--- src/rtl/systolic_pkg.sv ---
// ============================================================================
// systolic_pkg - shared constants and state encoding for the systolic array
// Revision: 1.0
// ============================================================================
`default_nettype none

package systolic_pkg;

    localparam int SA_ROWS      = 32;
    localparam int SA_ROWS_LOG2 = 5;
    localparam int SA_COLS      = 32;
    localparam int SA_COLS_LOG2 = 5;
    localparam int SA_K_LOG2    = 9;
    // One extra bit covers K + R + C - 2 without wrapping.
    localparam int SA_T_W       = SA_K_LOG2 + 1;

    typedef enum logic [1:0] {
        ST_IDLE  = 2'd0,
        ST_FEED  = 2'd1,
        ST_FLUSH = 2'd2,
        ST_DONE  = 2'd3
    } seq_state_e;

endpackage

`default_nettype wire

--- src/rtl/skew_window_decode.sv ---
// ============================================================================
// skew_window_decode - per-lane pop vector: lane i pops while i <= t < i+K
// Revision: 1.0
// ============================================================================
`default_nettype none

module skew_window_decode
    import systolic_pkg::*;
#(
    parameter int LANES      = SA_ROWS,
    parameter int LANES_LOG2 = SA_ROWS_LOG2,
    parameter int T_W        = SA_T_W,
    parameter int K_W        = SA_K_LOG2
) (
    input  logic                  en_i,
    input  logic [T_W-1:0]        t_i,
    input  logic [K_W-1:0]        k_i,
    input  logic [LANES_LOG2:0]   act_i,
    output logic [LANES-1:0]      pop_o
);

    logic [T_W-1:0] w_act;
    logic [T_W-1:0] w_k;

    assign w_act = T_W'(act_i);
    assign w_k   = T_W'(k_i);

    for (genvar i = 0; i < LANES; i++) begin : g_lane
        localparam logic [T_W-1:0] c_LANE = T_W'(i);
        assign pop_o[i] = en_i && (c_LANE < w_act) && (t_i >= c_LANE) &&
                          (t_i < c_LANE + w_k);
    end

endmodule

`default_nettype wire

--- src/rtl/skew_feed_sequencer.sv ---
// ============================================================================
// skew_feed_sequencer - staircase operand feed, valid masks and drain window
// Optional: SKEW_SEQ_PERF_CNT_EN adds STALL_CYCLES_out stall counter.
// Revision: 1.0
// ============================================================================
`default_nettype none

module skew_feed_sequencer
    import systolic_pkg::*;
#(
    parameter int PE_ARRAY_NUM_ROWS      = SA_ROWS,
    parameter int PE_ARRAY_NUM_ROWS_LOG2 = SA_ROWS_LOG2,
    parameter int PE_ARRAY_NUM_COLS      = SA_COLS,
    parameter int PE_ARRAY_NUM_COLS_LOG2 = SA_COLS_LOG2,
    parameter int MAX_K_SIZE_LOG2        = SA_K_LOG2
) (
    input  logic                              CLK,
    input  logic                              RSTn,
    input  logic                              TILE_START,
    input  logic                              STALL,
    input  logic [MAX_K_SIZE_LOG2-1:0]        K_SIZE,
    input  logic [PE_ARRAY_NUM_ROWS_LOG2:0]   ACTV_ROWS,
    input  logic [PE_ARRAY_NUM_COLS_LOG2:0]   ACTV_COLS,
    output logic [PE_ARRAY_NUM_ROWS-1:0]      OPND1_FIFO_POPEs_out,
    output logic [PE_ARRAY_NUM_COLS-1:0]      OPND2_FIFO_POPEs_out,
    output logic [PE_ARRAY_NUM_ROWS-1:0]      PE_ROW_VALID_out,
    output logic [PE_ARRAY_NUM_COLS-1:0]      PE_COL_VALID_out,
    output logic                              IS_COMPUTING_out,
    output logic                              IS_FLUSHING_out,
    output logic                              TILE_DONE_out
`ifdef SKEW_SEQ_PERF_CNT_EN
    ,output logic [15:0]                      STALL_CYCLES_out
`endif
);

    localparam int RW  = PE_ARRAY_NUM_ROWS_LOG2 + 1;
    localparam int CW  = PE_ARRAY_NUM_COLS_LOG2 + 1;
    localparam int T_W = MAX_K_SIZE_LOG2 + 1;

    seq_state_e                 state_q;
    logic [T_W-1:0]             t_q;
    logic [MAX_K_SIZE_LOG2-1:0] k_q;
    logic [RW-1:0]              r_q;
    logic [CW-1:0]              c_q;

    logic [RW-1:0]  w_r_clamp;
    logic [CW-1:0]  w_c_clamp;
    logic [T_W-1:0] w_r_t;
    logic [T_W-1:0] w_c_t;
    logic [T_W-1:0] w_feed_end;
    logic [T_W-1:0] w_flush_end;
    logic           w_active;
    logic           w_pop_en;

    assign w_r_clamp = (ACTV_ROWS > RW'(PE_ARRAY_NUM_ROWS)) ? RW'(PE_ARRAY_NUM_ROWS) : ACTV_ROWS;
    assign w_c_clamp = (ACTV_COLS > CW'(PE_ARRAY_NUM_COLS)) ? CW'(PE_ARRAY_NUM_COLS) : ACTV_COLS;

    assign w_r_t       = T_W'(r_q);
    assign w_c_t       = T_W'(c_q);
    // Both ends are >= 0 because a running tile has K, R, C all nonzero.
    assign w_feed_end  = T_W'(k_q) + ((w_r_t > w_c_t) ? w_r_t : w_c_t) - T_W'(2);
    assign w_flush_end = T_W'(k_q) + w_r_t + w_c_t - T_W'(2);

    assign w_active = (state_q == ST_FEED) || (state_q == ST_FLUSH);
    assign w_pop_en = w_active && !STALL;

    always_ff @(posedge CLK or negedge RSTn) begin
        if (!RSTn) begin
            state_q <= ST_IDLE;
            t_q     <= '0;
            k_q     <= '0;
            r_q     <= '0;
            c_q     <= '0;
        end else begin
            case (state_q)
                ST_IDLE: begin
                    if (TILE_START) begin
                        k_q <= K_SIZE;
                        r_q <= w_r_clamp;
                        c_q <= w_c_clamp;
                        t_q <= '0;
                        if ((K_SIZE == '0) || (w_r_clamp == '0) || (w_c_clamp == '0))
                            state_q <= ST_DONE;
                        else
                            state_q <= ST_FEED;
                    end
                end
                ST_FEED: begin
                    if (!STALL) begin
                        t_q <= t_q + T_W'(1);
                        if (t_q == w_feed_end)
                            state_q <= ST_FLUSH;
                    end
                end
                ST_FLUSH: begin
                    if (!STALL) begin
                        if (t_q == w_flush_end) begin
                            t_q     <= '0;
                            state_q <= ST_DONE;
                        end else begin
                            t_q <= t_q + T_W'(1);
                        end
                    end
                end
                ST_DONE:  state_q <= ST_IDLE;
                default:  state_q <= ST_IDLE;
            endcase
        end
    end

    skew_window_decode #(
        .LANES      (PE_ARRAY_NUM_ROWS),
        .LANES_LOG2 (PE_ARRAY_NUM_ROWS_LOG2),
        .T_W        (T_W),
        .K_W        (MAX_K_SIZE_LOG2)
    ) u_row_decode (
        .en_i  (w_pop_en),
        .t_i   (t_q),
        .k_i   (k_q),
        .act_i (r_q),
        .pop_o (OPND1_FIFO_POPEs_out)
    );

    skew_window_decode #(
        .LANES      (PE_ARRAY_NUM_COLS),
        .LANES_LOG2 (PE_ARRAY_NUM_COLS_LOG2),
        .T_W        (T_W),
        .K_W        (MAX_K_SIZE_LOG2)
    ) u_col_decode (
        .en_i  (w_pop_en),
        .t_i   (t_q),
        .k_i   (k_q),
        .act_i (c_q),
        .pop_o (OPND2_FIFO_POPEs_out)
    );

    for (genvar i = 0; i < PE_ARRAY_NUM_ROWS; i++) begin : g_row_mask
        assign PE_ROW_VALID_out[i] = w_active && (RW'(i) < r_q);
    end

    for (genvar j = 0; j < PE_ARRAY_NUM_COLS; j++) begin : g_col_mask
        assign PE_COL_VALID_out[j] = w_active && (CW'(j) < c_q);
    end

    assign IS_COMPUTING_out = (state_q == ST_FEED);
    assign IS_FLUSHING_out  = (state_q == ST_FLUSH);
    assign TILE_DONE_out    = (state_q == ST_DONE);

`ifdef SKEW_SEQ_PERF_CNT_EN
    logic [15:0] stall_cnt_q;

    always_ff @(posedge CLK or negedge RSTn) begin
        if (!RSTn) begin
            stall_cnt_q <= '0;
        end else if ((state_q == ST_IDLE) && TILE_START) begin
            stall_cnt_q <= '0;
        end else if (w_active && STALL && (stall_cnt_q != 16'hFFFF)) begin
            stall_cnt_q <= stall_cnt_q + 16'd1;
        end
    end

    assign STALL_CYCLES_out = stall_cnt_q;
`endif

endmodule

`default_nettype wire

--- config.mk ---
export PLATFORM = sky130hd
export DESIGN_NAME = skew_feed_sequencer
export DESIGN_NICKNAME = d
export VERILOG_FILES = /design/src/rtl/systolic_pkg.sv /design/src/rtl/skew_window_decode.sv /design/src/rtl/skew_feed_sequencer.sv
export SDC_FILE = /design/constraint.sdc
export NUM_CORES = 1
export LEC_CHECK = 0
export CORE_MARGIN = 4
export CORE_UTILIZATION = 40
export CTS_CLUSTER_DIAMETER = 80
export DETAILED_ROUTE_END_ITERATION = 8
export SYNTH_ARGS = -nofsm -noshare
export SYNTH_HDL_FRONTEND = slang
export SYNTH_SLANG_ARGS = --single-unit
--- constraint.sdc ---
create_clock -name CLK -period 5.7 [get_ports CLK]
set_clock_uncertainty 0.15 [all_clocks]
set_input_delay 1.71 -clock CLK [delete_from_list [all_inputs] [get_ports CLK]]
set_output_delay 1.71 -clock CLK [all_outputs]
set_load 0.05 [all_outputs]
==> flow_summary.ini, run 1 <==
[setup_path]
crit_slowest_cell = clkdlybuf4s50_1
slowest_delay_ns = 0.47
r2r_setup_slack_ns = 0.77
critPathKind = in -> out
cp_common_cell = buf_4
crit_path_start_kind = input pin
required_ns = 3.84
path_max_fanout = 19
r2r-end = t_q[5]$_DFFE_PN0P_
r2r-start = k_q[5]$_DFFE_PN0P_
reg2regPathDepth = 16
critPathCaptureType = output port
cp_cell_sequence = clkdlybuf4s50_1 -> buf_4 -> a211oi_1 -> nand2_1 -> o41ai_2 -> buf_4 -> and2_1 -> buf_12
worstPathArrival_ns = 3.76

[final_layout]
area_growth_pct = 29.7
diodes = 0
drive_above_1_share_pct = 14.8
finalInstanceArea_um2 = 15300
final_nets = 2086
final_cell_mix = ha_1, xnor2_1, a21oi_1, nor2_1, nand2_1
nFillCells = 2724
layout_commonest_cell = ha_1

[placement]
postPlaceCellArea_um2 = 15100
globalplace.congestion = 1.01
dp_hpwl_mm = 42.2
port_buffers = 155

[sta]
worstMarginPinSlew_ns = 1.11
period_needed_ns = 5.62
period_share_pct = 98.6
slew_viol_final = 0
setup_viol_count_final = 0
fmax_ghz = 0.178
finalHoldViolations = 0
maxSlewHeadroom_pct = 25.5

[synth]
synth_flop_cell = dfrtp_1
netlist_instances = 1582
synth_nets = 1897
ys_warn_count = 0
ys_seq_area_share_pct = 6.98
synthDistinctLibCells = 68
ys_ff_latch = 33
synth_edf_count = 0
yosysTopAreaCellShare_pct = 29.7
yosys-top-cells-area = ha_1, xnor2_1, dfrtp_1
syn_avg_cell_area_um2 = 7.47
synthArstFlopShare_pct = 100
yosysTopAreaCell = ha_1
synthesis.area_um2 = 11800

[hold_path]
hold_start = r_q[3]$_DFFE_PN0P_
hold_path_class = reg -> reg
hold_path_end = r_q[3]$_DFFE_PN0P_
hold_depth = 2

[grt]
grtUsageTotal_pct = 30.6
grt_pass1_vias = 12252
grt_pass1_wl_mm = 77.7
antenna_found_initial = 0
overflow = 0
grt_max_degree = 38

[clock_tree]
clk_pin_slew_ns = 0.06
cts_buffers = 5
cts_tree = done
htree_levels = 2
clk_latency_ns = 0.29
holdBufCountCts = 0
cts_root_buffer = clkbuf_16
clockBufferDepth = 2
cts.sinks = 33

[drt]
drtIter0Drc = 1224
dr_total_vias = 12769
wl_mm = 52.3
drt_pass1_iterations = 6
viasPerCell = 5.92
postRouteAntennaNets = 0
wl_per_cell_um = 24.2
drc = 0

[status]
status = complete, no violations

[run]
maxCapViolCount = 0

[floorplan]
num_rows = 62
io_pins = 156
start_util_pct = 40.9
design.core.area_um2 = 28900
dieArea_um2 = 32400
die_y_um = 180
fp.dieW_um = 180
## stage by stage
stage	setup TNS (ns)	hold slack (ns)	worst slack (ns)	utilization, %	std cells
after floorplan	-0.577	0.404	-0.288	-	1582
after global placement	0	0.413	0.0157	52.1	2148
after detailed placement	0	0.420	0.00485	52.1	2148
after CTS	0	0.432	0.0216	52.7	2156
after global routing	-0.0129	0.506	-0.00654	53.0	2156
final	0	0.436	0.0804	53.0	2156
## worst max path at each step
stage	start	cells after the start	slack (ns)	endpoint
3_5_place_dp	STALL	8	0.005	OPND2_FIFO_POPEs_out[22]
4_1_cts	k_q[3]$_DFFE_PN0P_	15	0.02	OPND2_FIFO_POPEs_out[11]
3_3_place_gp	STALL	8	0.02	OPND1_FIFO_POPEs_out[0]
5_1_grt	k_q[1]$_DFFE_PN0P_	15	-0.007	OPND2_FIFO_POPEs_out[11]
2_1_floorplan	k_q[2]$_DFFE_PN0P_	14	-0.29	OPND1_FIFO_POPEs_out[15]
6_report	STALL	8	0.08	OPND2_FIFO_POPEs_out[22]
## cells in the mapped netlist, types with 24 or more instances
| master | instances |
|---|---|
| xnor2_1 | 155 |
| nor2_1 | 130 |
| ha_1 | 281 |
| clkbuf_1 | 52 |
| nand2b_1 | 37 |
| a21oi_1 | 136 |
| dfrtp_1 | 33 |
| nor4_1 | 24 |
| nand2_1 | 121 |
| inv_1 | 106 |
| o21a_1 | 76 |
| o21ai_0 | 112 |
| nor3_1 | 41 |
## layer usage
metal | up-vias | track usage [%] | share of wire [%]
met1 | 5975 | 40.8 | 43
met4 | 0 | 11.8 | 4.9
met2 | 702 | 49.7 | 44
met3 | 151 | 5.19 | 8.6
li1 | 5941 | - | -
met5 | - | 0 | 0
## cells by family after synthesis
| group | Yosys count | synth area share [%] |
|---|---|---|
| flip-flops | 33 | 6.98 |
| XOR/XNOR | 174 | 13.1 |
| multiplexers | 18 | 1.65 |
| buffers and inverters | 190 | 6.32 |
| AO/OA/AOI/OAI | 425 | 22.1 |
| AND/OR/NAND/NOR | 452 | 18.6 |
| adder cells (fa/ha/maj) | 290 | 31.3 |
## state kept, by name, indices dropped and copies added (netlist names)
| register | count |
|---|---|
| c_q | 6 |
| k_q | 9 |
| r_q | 6 |
| state_q | 2 |
| t_q | 10 |
## critical path, delay by kind of cell
kind | cells | cell delay (ns)
AO/OA/AOI/OAI | 2 | 0.63
buffers and inverters | 4 | 1.08
AND/OR/NAND/NOR | 2 | 0.33
## area by class of cell
class,instances,area [µm²],share of cell area [%]
multi-input combinational,1359,10500,68.2
timing repair buffer,259,2990,19.5
sequential,33,830,5.41
tap,384,480,3.13
inverter,113,424,2.77
clock buffer,7,153,0.995
clock inverter,1,5.00,0.0326
## repair_timing
action / CTS / global route
buffers inserted: 0 / 0
setup endpoints to repair: 9 / 27
resized for setup: 7 / 29
Power of run 1 is left out: the tool's default activity adds up to more than one toggle a clock period on the data nets, which glitch-free logic cannot reach.
==> run 2, diff against run 1 <==
--- a/config.mk
+++ b/config.mk
@@ -9,6 +9,7 @@
 export CORE_UTILIZATION = 40
 export CTS_CLUSTER_DIAMETER = 80
 export DETAILED_ROUTE_END_ITERATION = 8
+export SETUP_SLACK_MARGIN = 0.4
 export SYNTH_ARGS = -nofsm -noshare
 export SYNTH_HDL_FRONTEND = slang
 export SYNTH_SLANG_ARGS = --single-unit
==> run 2 against run 1 <==
Final cell count increased by 1.3%. Non-clock buffer count increased by 29. Sequential share of layout area decreased by 0.36 points. First-iteration DRC count increased by 17%. Hold slack improved by 0.021 ns. Critical path type is now reg -> out. Critical endpoint is now OPND1_FIFO_POPEs_out[27].
==> flow_summary.ini, run 2 (synthesized netlist as in run 1, its figures left out) <==
[final_layout]
finalInstanceArea_um2 = 16500
largest_reg_flops = 10
area_growth_pct = 39.2
regMostFlops = t_q
final_cell_mix = ha_1, xnor2_1, nor2_1
stdcell_count = 2185
ff_latch_area_um2 = 831
nFillCells = 2631
layout_commonest_cell = ha_1
diodes = 0
multi_input_area_um2 = 11300
drive_above_1_share_pct = 22.4
reg_top3 = t_q: 10 flops, k_q: 9 flops
final_nets = 2115

[drt]
wl_met1_mm = 22.5
wl_per_cell_um = 24.8
viasPerCell = 6.01
drc = 0
dr_total_vias = 13137
dr.max_layer_used = met5
wl_met2_mm = 24.1
wl_mm = 54.2
drtIter0Drc = 1430
postRouteAntennaNets = 0
drt_pass1_iterations = 6
dr_wl_met3_mm = 5.39

[clock_tree]
htree_levels = 2
cts_root_buffer = clkbuf_16
clockBufferDepth = 2
clk_pin_slew_ns = 0.06
cts_buffers = 5
clk_latency_ns = 0.29
holdBufCountCts = 0
cts.sinks = 33
cts_tree = done

[sta]
worstMarginPinSlew_ns = 1.12
fmax_ghz = 0.187
maxSlewHeadroom_pct = 25.1
period_needed_ns = 5.36
finalHoldViolations = 0
period_share_pct = 94.1
grt_setup_unrepaired = yes
setup_viol_count_final = 0
slew_viol_final = 0

[grt]
antenna_found_initial = 1
grt_max_degree = 34
overflow = 0
grtUsageTotal_pct = 31.7
grt_pass1_wl_mm = 80.7
grt_pass1_vias = 12734

[hold_path]
hold_path_class = reg -> reg

[setup_path]
required_ns = 3.84
critPathKind = reg -> out
critPathCaptureType = output port
crit_path_start_kind = flop
path_max_fanout = 8
worstPathArrival_ns = 3.50

[status]
status = complete, no violations

[placement]
globalplace.congestion = 1.03
dp_cells = 2154
port_buffers = 155
dp_hpwl_mm = 42.4
postPlaceCellArea_um2 = 15200

[floorplan]
io_pins = 156
design.core.area_um2 = 28900
die_y_um = 180
fp.dieW_um = 180
num_rows = 62
dieArea_um2 = 32400
start_util_pct = 40.9

[run]
maxCapViolCount = 0
-- run 2: path summary, 6_finish.rpt --
kind / cells after the start / slack, ns / endpoint / from
min in group asynchronous: 1 / 1.38 / k_q[8]$_DFFE_PN0P_ / RSTn
hold / removal: 1 / 0.46 / state_q[0]$_DFFE_PN0P_ / state_q[0]$_DFFE_PN0P_
hold reg to reg: 1 / 0.46 / state_q[0]$_DFFE_PN0P_ / state_q[0]$_DFFE_PN0P_
max in group asynchronous: 1 / 3.44 / t_q[7]$_DFFE_PN0P_ / RSTn
setup / recovery: 16 / 0.34 / OPND1_FIFO_POPEs_out[27] / k_q[2]$_DFFE_PN0P_
setup reg to reg: 13 / 0.83 / t_q[5]$_DFFE_PN0P_ / r_q[3]$_DFFE_PN0P_
-- run 2: repair_timing --
| item | in CTS | in global routing |
|---|---|---|
| endpoints found under the setup margin | 55 | 55 |
| setup buffers | 13 | 10 |
| resized for setup | 106 | 112 |
| pin swaps | 21 | 51 |
-- run 2: worst max-delay path: stages (launching register included) --
cell and delay [ns]:
dfrtp_2 0.44, buf_6 0.15, ha_2 0.17, buf_6 0.14, a21o_4 0.21, buf_6 0.13
nand2_2 0.06, nand2_2 0.07, xnor2_2 0.21, ha_1 0.26, o21a_1 0.20, o21ai_2 0.16
a21oi_2 0.06, o21a_1 0.20, o21a_4 0.23, nor4_4 0.34, buf_12 0.18
-- run 2: final cells by class --
cell class	count	share of cell area, %
sequential	33	5.05
timing repair buffer	288	20.0
multi-input combinational	1359	68.4
tap	384	2.92
inverter	113	2.67
clock buffer	7	0.927
clock inverter	1	0.0304
-- run 2: per-layer routing --
| metal | track usage (%) | up-vias |
|---|---|---|
| met4 | 8.81 | 2 |
| met2 | 52.3 | 772 |
| li1 | - | 5973 |
| met3 | 6.65 | 148 |
| met1 | 42.0 | 6242 |
| met5 | 0 | - |
-- run 2: metrics by stage --
step                setup slack (ns)  hold WS [ns]  setup TNS [ns]  utilization [%]
finish                         0.339         0.456               0             56.9
global route                   0.213         0.500               0             56.9
CTS                            0.316         0.459               0             55.1
detailed placement           -0.0174         0.447         -0.0174             52.6
global placement              0.0703         0.440               0             52.6
floorplan                     -0.197         0.404          -0.394                -
Power of run 2 is left out for the same reason.
==> run 3, diff against run 2 <==
--- a/config.mk
+++ b/config.mk
@@ -9,6 +9,7 @@
 export CORE_UTILIZATION = 40
 export CTS_CLUSTER_DIAMETER = 80
 export DETAILED_ROUTE_END_ITERATION = 8
+export HOLD_SLACK_MARGIN = 0.06
 export SETUP_SLACK_MARGIN = 0.4
 export SYNTH_ARGS = -nofsm -noshare
 export SYNTH_HDL_FRONTEND = slang
==> results of run 3 <==
No change in the layout: final DEF, timing and power equal those of run 2.
Power of run 3 is left out for the same reason.
